## src/rtl/mem_arb_pkg.sv

```systemverilog
`default_nettype none
// +----------------------------------------------------------------------+
// | mem_arb_pkg: state and response-owner encodings for mem_arbiter.     |
// | Revision: 1.0                                                        |
// +----------------------------------------------------------------------+
package mem_arb_pkg;

  localparam logic [2:0] S_IDLE    = 3'd0;
  localparam logic [2:0] S_BUSY_IF = 3'd1;
  localparam logic [2:0] S_BUSY_DM = 3'd2;
  localparam logic [2:0] S_DROP_IF = 3'd3;
  localparam logic [2:0] S_RESP    = 3'd4;

  localparam logic OWN_IF = 1'b0;
  localparam logic OWN_DM = 1'b1;

endpackage
`default_nettype wire

```

## src/rtl/mem_arb_perf.sv

```systemverilog
`default_nettype none
// +----------------------------------------------------------------------+
// | mem_arb_perf: saturating stall-cycle counters for the IF/DM ports.   |
// | Revision: 1.0                                                        |
// +----------------------------------------------------------------------+
module mem_arb_perf (
  input  logic        Clk,
  input  logic        Rst,
  input  logic        if_req,
  input  logic        if_ready,
  input  logic        dm_req,
  input  logic        dm_ready,
  output logic [31:0] if_wait_cnt,
  output logic [31:0] dm_wait_cnt
);

  always_ff @(posedge Clk or negedge Rst) begin
    if (!Rst) begin
      if_wait_cnt <= '0;
      dm_wait_cnt <= '0;
    end else begin
      if (if_req && !if_ready && (if_wait_cnt != 32'hFFFF_FFFF))
        if_wait_cnt <= if_wait_cnt + 32'd1;
      if (dm_req && !dm_ready && (dm_wait_cnt != 32'hFFFF_FFFF))
        dm_wait_cnt <= dm_wait_cnt + 32'd1;
    end
  end

endmodule
`default_nettype wire

```

## src/rtl/mem_arbiter.sv

```systemverilog
`default_nettype none
// +----------------------------------------------------------------------+
// | mem_arbiter: shares one memory port between IF and DM, alternating   |
// | on contention. Optional MEM_ARB_PERF_EN adds wait-cycle counters.    |
// | Revision: 1.0                                                        |
// +----------------------------------------------------------------------+
module mem_arbiter
  import mem_arb_pkg::*;
#(
  parameter int AW = 32,
  parameter int DW = 32
) (
  input  logic          Clk,
  input  logic          Rst,
  input  logic          if_req,
  input  logic [AW-1:0] if_addr,
  input  logic          if_kill,
  output logic          if_ready,
  output logic [DW-1:0] if_rdata,
  input  logic          dm_req,
  input  logic          dm_we,
  input  logic [AW-1:0] dm_addr,
  input  logic [DW-1:0] dm_wdata,
  output logic          dm_ready,
  output logic [DW-1:0] dm_rdata,
  output logic          mem_req,
  output logic          mem_we,
  output logic [AW-1:0] mem_addr,
  output logic [DW-1:0] mem_wdata,
  input  logic          mem_ack,
  input  logic [DW-1:0] mem_rdata
`ifdef MEM_ARB_PERF_EN
  ,
  output logic [31:0]   if_wait_cnt,
  output logic [31:0]   dm_wait_cnt
`endif
);

  logic [2:0] r_state;
  logic       r_last_dm;
  logic       w_if_ok;
  logic       w_grant_dm;
  logic       w_grant_if;
  logic       w_own;

  // On contention the side that did not win last time gets the port.
  assign w_if_ok    = if_req && !if_kill;
  assign w_grant_dm = dm_req && !(w_if_ok && r_last_dm);
  assign w_grant_if = w_if_ok && !w_grant_dm;
  assign w_own      = (r_state == S_BUSY_DM) ? OWN_DM : OWN_IF;

  always_ff @(posedge Clk or negedge Rst) begin
    if (!Rst) begin
      r_state   <= S_IDLE;
      r_last_dm <= 1'b0;
      mem_req   <= 1'b0;
      mem_we    <= 1'b0;
      mem_addr  <= '0;
      mem_wdata <= '0;
      if_ready  <= 1'b0;
      if_rdata  <= '0;
      dm_ready  <= 1'b0;
      dm_rdata  <= '0;
    end else begin
      if_ready <= 1'b0;
      dm_ready <= 1'b0;
      case (r_state)
        S_IDLE: begin
          if (w_grant_dm) begin
            r_state   <= S_BUSY_DM;
            mem_req   <= 1'b1;
            mem_we    <= dm_we;
            mem_addr  <= dm_addr;
            mem_wdata <= dm_wdata;
            r_last_dm <= 1'b1;
          end else if (w_grant_if) begin
            r_state   <= S_BUSY_IF;
            mem_req   <= 1'b1;
            mem_we    <= 1'b0;
            mem_addr  <= if_addr;
            r_last_dm <= 1'b0;
          end
        end
        S_BUSY_IF, S_BUSY_DM: begin
          if (mem_ack) begin
            mem_req <= 1'b0;
            if (w_own == OWN_DM) begin
              dm_ready <= 1'b1;
              if (!mem_we)
                dm_rdata <= mem_rdata;
              r_state <= S_RESP;
            end else if (if_kill) begin
              // Kill coinciding with the ack: the registered ready pulse
              // would land in RESP, so the fetch is dropped here instead.
              r_state <= S_IDLE;
            end else begin
              if_rdata <= mem_rdata;
              if_ready <= 1'b1;
              r_state  <= S_RESP;
            end
          end else if ((w_own == OWN_IF) && if_kill) begin
            r_state <= S_DROP_IF;
          end
        end
        S_DROP_IF: begin
          if (mem_ack) begin
            mem_req <= 1'b0;
            r_state <= S_IDLE;
          end
        end
        S_RESP:  r_state <= S_IDLE;
        default: r_state <= S_IDLE;
      endcase
    end
  end

`ifdef MEM_ARB_PERF_EN
  mem_arb_perf u_perf (
    .Clk         (Clk),
    .Rst         (Rst),
    .if_req      (if_req),
    .if_ready    (if_ready),
    .dm_req      (dm_req),
    .dm_ready    (dm_ready),
    .if_wait_cnt (if_wait_cnt),
    .dm_wait_cnt (dm_wait_cnt)
  );
`endif

endmodule
`default_nettype wire

```

## config.mk

```make
export PLATFORM = sky130hd
export DESIGN_NAME = mem_arbiter
export DESIGN_NICKNAME = d
export VERILOG_FILES = /design/src/rtl/mem_arb_pkg.sv /design/src/rtl/mem_arb_perf.sv /design/src/rtl/mem_arbiter.sv
export SDC_FILE = /design/constraint.sdc
export NUM_CORES = 1
export LEC_CHECK = 0
export BUFFER_PORTS_ARGS = -buffer_cell sky130_fd_sc_hd__buf_2
export CAP_MARGIN = 0
export CORE_MARGIN = 5
export CORE_UTILIZATION = 43
export DETAILED_ROUTE_END_ITERATION = 10
export GPL_ROUTABILITY_DRIVEN = 0
export GPL_TIMING_DRIVEN = 1
export HOLD_SLACK_MARGIN = 0.05
export PLACE_DENSITY = 0.8
export RECOVER_POWER = 100
export REMOVE_ABC_BUFFERS = 1
export SLEW_MARGIN = 20
export SYNTH_ARGS = -nofsm -noshare
export SYNTH_HDL_FRONTEND = slang
export SYNTH_SLANG_ARGS = --single-unit
```

## constraint.sdc

```tcl
create_clock -name Clk -period 1.8 [get_ports Clk]
set_input_delay 0.36 -clock Clk [delete_from_list [all_inputs] [get_ports Clk]]
set_output_delay 0.36 -clock Clk [all_outputs]
set_load 0.005 [all_outputs]
```

==> results by group <==
Worst hold path
  • Hold WC Path Type: primary input to flip-flop

Finish
  • Fill cells: 1187
  • Share of cells above drive strength 1: 0.471
  • Most frequent cells in the layout: buf_2, dfrtp_1, clkbuf_1
  • Final Util: 0.595
  • Area growth from synthesis to layout: 36.8%
  • Finished Layout Cells: just over 900
  • Ant diodes: 0
  • Design area: ~8200 um2
  • Most common cell after layout, fill and taps aside: buf_2
  • Count of nets after finishing: a little under 900

Worst setup path
  • Critical path capture point type: flip-flop
  • Worst-path maximum fanout: 8
  • Arrival time at the worst endpoint: about 2.1 ns
  • Critical Path RT: around 2.1 ns
  • Element type at the critical path start: flip-flop
  • Critical Setup Path Class: flip-flop to flip-flop

Synthesis
  • Post-Synth XOR/XNOR Area: 0
  • Ys flop type: dfrtp_1
  • Sequential share of the synthesized area: 0.571
  • Leading area contributor after synthesis: dfrtp_1
  • Synth top area share: 0.571
  • Complex-gate fraction of the synthesized area: 0.127
  • Post-Syn Instances: between 400 and 500
  • Main combinational cell family by area after synthesis: multiplexers
  • Post-synthesis cell type count: 30
  • Mean post-synth cell area: around 13 um2
  • Post-Syn Area: 5960 um2
  • Area contributors post-synth: dfrtp_1, mux2_2, mux2_4
  • Mux cell area share after synthesis: 0.199
  • Number of flops mapped to enable cells by yosys: 0
  • Seq cells post-synth: around 140
  • Async S/R FF share, synth: 1.00
  • Synth Area in Simple Gates: 0.0512
  • Synth Area in Adders: 0
  • Synth warn: 0

Detailed routing
  • Initial DRC count: approximately 220
  • Residual DRC: 0
  • DR vias: ~4.7k
  • Routed WL per cell: roughly 17 um
  • TritonRoute pass-1 iters: 4
  • DRT Wirelength: 16000 um
  • Antenna-violating nets left: 0
  • Drt via density: ~5.1

Global routing
  • First-pass GRT wire length: between 20000 and 30000 um
  • Largest net degree at the start of global routing: between 40 and 50
  • Via count of the first global-routing pass: 4838
  • Initial antenna violation count: 0
  • Remaining Overflow, GRT: 0
  • Tot GR Track Use: 0.195

Clock network
  • CTS tree: built
  • Number of buffers added for setup after CTS: 0
  • Worst-case clock buffer depth: 2
  • CTS Buf Count: 17
  • Clock Latency Late Sink: approximately 0.41 ns
  • CTS clk-pin slew, worst paths: around 0.060 ns
  • Root Buffer: clkbuf_16
  • Clk sinks: approximately 140
  • H-tree levels: 4

Placed design
  • HPWL Detailed: around 11000 um
  • I/O Buffers: approximately 270
  • Pre-CTS WS: -0.118 ns
  • Placed cells: about 890
  • Post-DP Area: ~7600 um2

STA
  • Worst setup margin: between 0.008 and 0.009 ns
  • Fin. Hold Viols: 0
  • Worst hold slack: between 0.15 and 0.2 ns
  • Final Slew Violations: 0
  • Final Cycle Share: 0.995
  • Setup Skew: 0.00793 ns
  • F_max: 558 MHz
  • Fin crit period: around 1.8 ns
  • Rel. slew slack: 0.326
  • RSZ-0062 raised after global routing: true
  • Worst-Margin Slew: ~1.0 ns
  • Final setup fails: 0

Power
  • Combinational Power Share: 0.377
  • Part of the power in registers: 0.382
  • Clock power share: 0.241
  • Sw frac: 0.325
  • Worst VDD drop: 0.000737 V
  • PwrDens: about 1700 nW/um2
  • NetSw: 4.64 mW
  • Int Pwr: slightly below 10 mW
  • P_leak: approximately 4.0 nW

Die
  • Rows: 43
  • DIE AREA: about 16000 um2
  • Die Width: ~130 um
  • IO Count: ~270
  • Initial Util: 0.435
  • Die height: approximately 130 um
  • Core footprint: ~14000 um2

Run
  • Max cap viols: 0

Outcome
  • Outcome: complete, no violations
## Yosys cell counts (2+ instances only)
cell type	instances
dfrtp_1	136
mux2_2	68
inv_1	34
o21ai_0	34
a221oi_1	32
a22oi_1	32
and2_1	32
mux2_4	28
clkbuf_1	27
buf_2	7
buf_6	4
a21oi_1	2
and3b_1	2
nand2_1	2
nand2b_1	2
or2_2	2
or3_1	2
## metrics by stage
stage          total power, mW  setup TNS [ns]
5_1_grt                   15.2          -0.368
6_report                  14.3               0
3_3_place_gp              10.8           -2.57
3_5_place_dp              11.0           -3.35
2_1_floorplan             8.29         -169.02
4_1_cts                   14.6               0
## power by group through the flow
stage,combinational [mW],sequential [mW],clock (mW)
floorplan,2.75,5.54,0
detailed placement,5.58,5.43,0
finish,5.38,5.46,3.44
CTS,5.66,5.44,3.52
global route,5.92,5.65,3.67
global placement,5.40,5.40,0
## flip-flops by register name, summed over array words and instances (netlist names)
register and count:
dm_rdata 32, mem_wdata 32, mem_addr 32, mem_we 1, r_last_dm 1, if_rdata 32
r_state 3, if_ready 1, dm_ready 1, mem_req 1
## final cells by class
| cell class | instances | area (um2) | share of cell area |
|---|---|---|---|
| timing repair buffer | 293 | 1530 | 0.188 |
| inverter | 34 | 128 | 0.0156 |
| clock inverter | 12 | 130 | 0.0159 |
| multi-input combinational | 251 | 2280 | 0.279 |
| tap | 180 | 225 | 0.0276 |
| sequential | 136 | 3400 | 0.417 |
| clock buffer | 20 | 467 | 0.0572 |
## worst max-delay path, cell delays in order (launching register included)
cell and delay, ns:
dfrtp_1 0.37, or3_4 0.40, or3_4 0.41, clkbuf_16 0.20, mux2_4 0.29
## path summary, 6_finish.rpt
path	depth (start not counted)	slack [ns]	end	start
max in group asynchronous	3	0.25	mem_wdata[21]	Rst
setup reg to reg	4	0.008	mem_wdata[21]	r_state[2]
hold / removal	3	0.17	mem_we	dm_we
min in group asynchronous	2	0.66	if_rdata[10]	Rst
setup / recovery	4	0.008	mem_wdata[21]	r_state[2]
hold reg to reg	1	0.50	if_rdata[5]	if_rdata[5]
## what timing repair did
item                                   4_1_cts  5_1_grt
setup endpoints to repair                   32       13
pin swaps                                    1        0
resized for setup                            2        2
endpoints found under the hold margin       37        0
gates cloned                                 1        1
hold buffers                                 1        0
## metal layers
| layer | GRT usage | share of wire | wire [um] | vias to the layer above |
|---|---|---|---|---|
| li1 | - | - | - | 2199 |
| met1 | 0.252 | 0.43 | 6820 | 2279 |
| met2 | 0.323 | 0.49 | 7820 | 211 |
| met3 | 0.0542 | 0.077 | 1230 | 13 |
| met4 | 0.0537 | 0.0087 | 139 | 0 |
| met5 | 0 | 0 | 0 | - |
## cells by family (layout without fill, tap and decap cells)
family / Yosys count / count (layout)
and+or+nand+nor: 48 / 48
muxes: 96 / 96
buffers and inverters: 72 / 359
AOI/OAI and AO/OA: 107 / 107
DFF: 136 / 136
No activity file was read; power rests on OpenSTA's default activity.
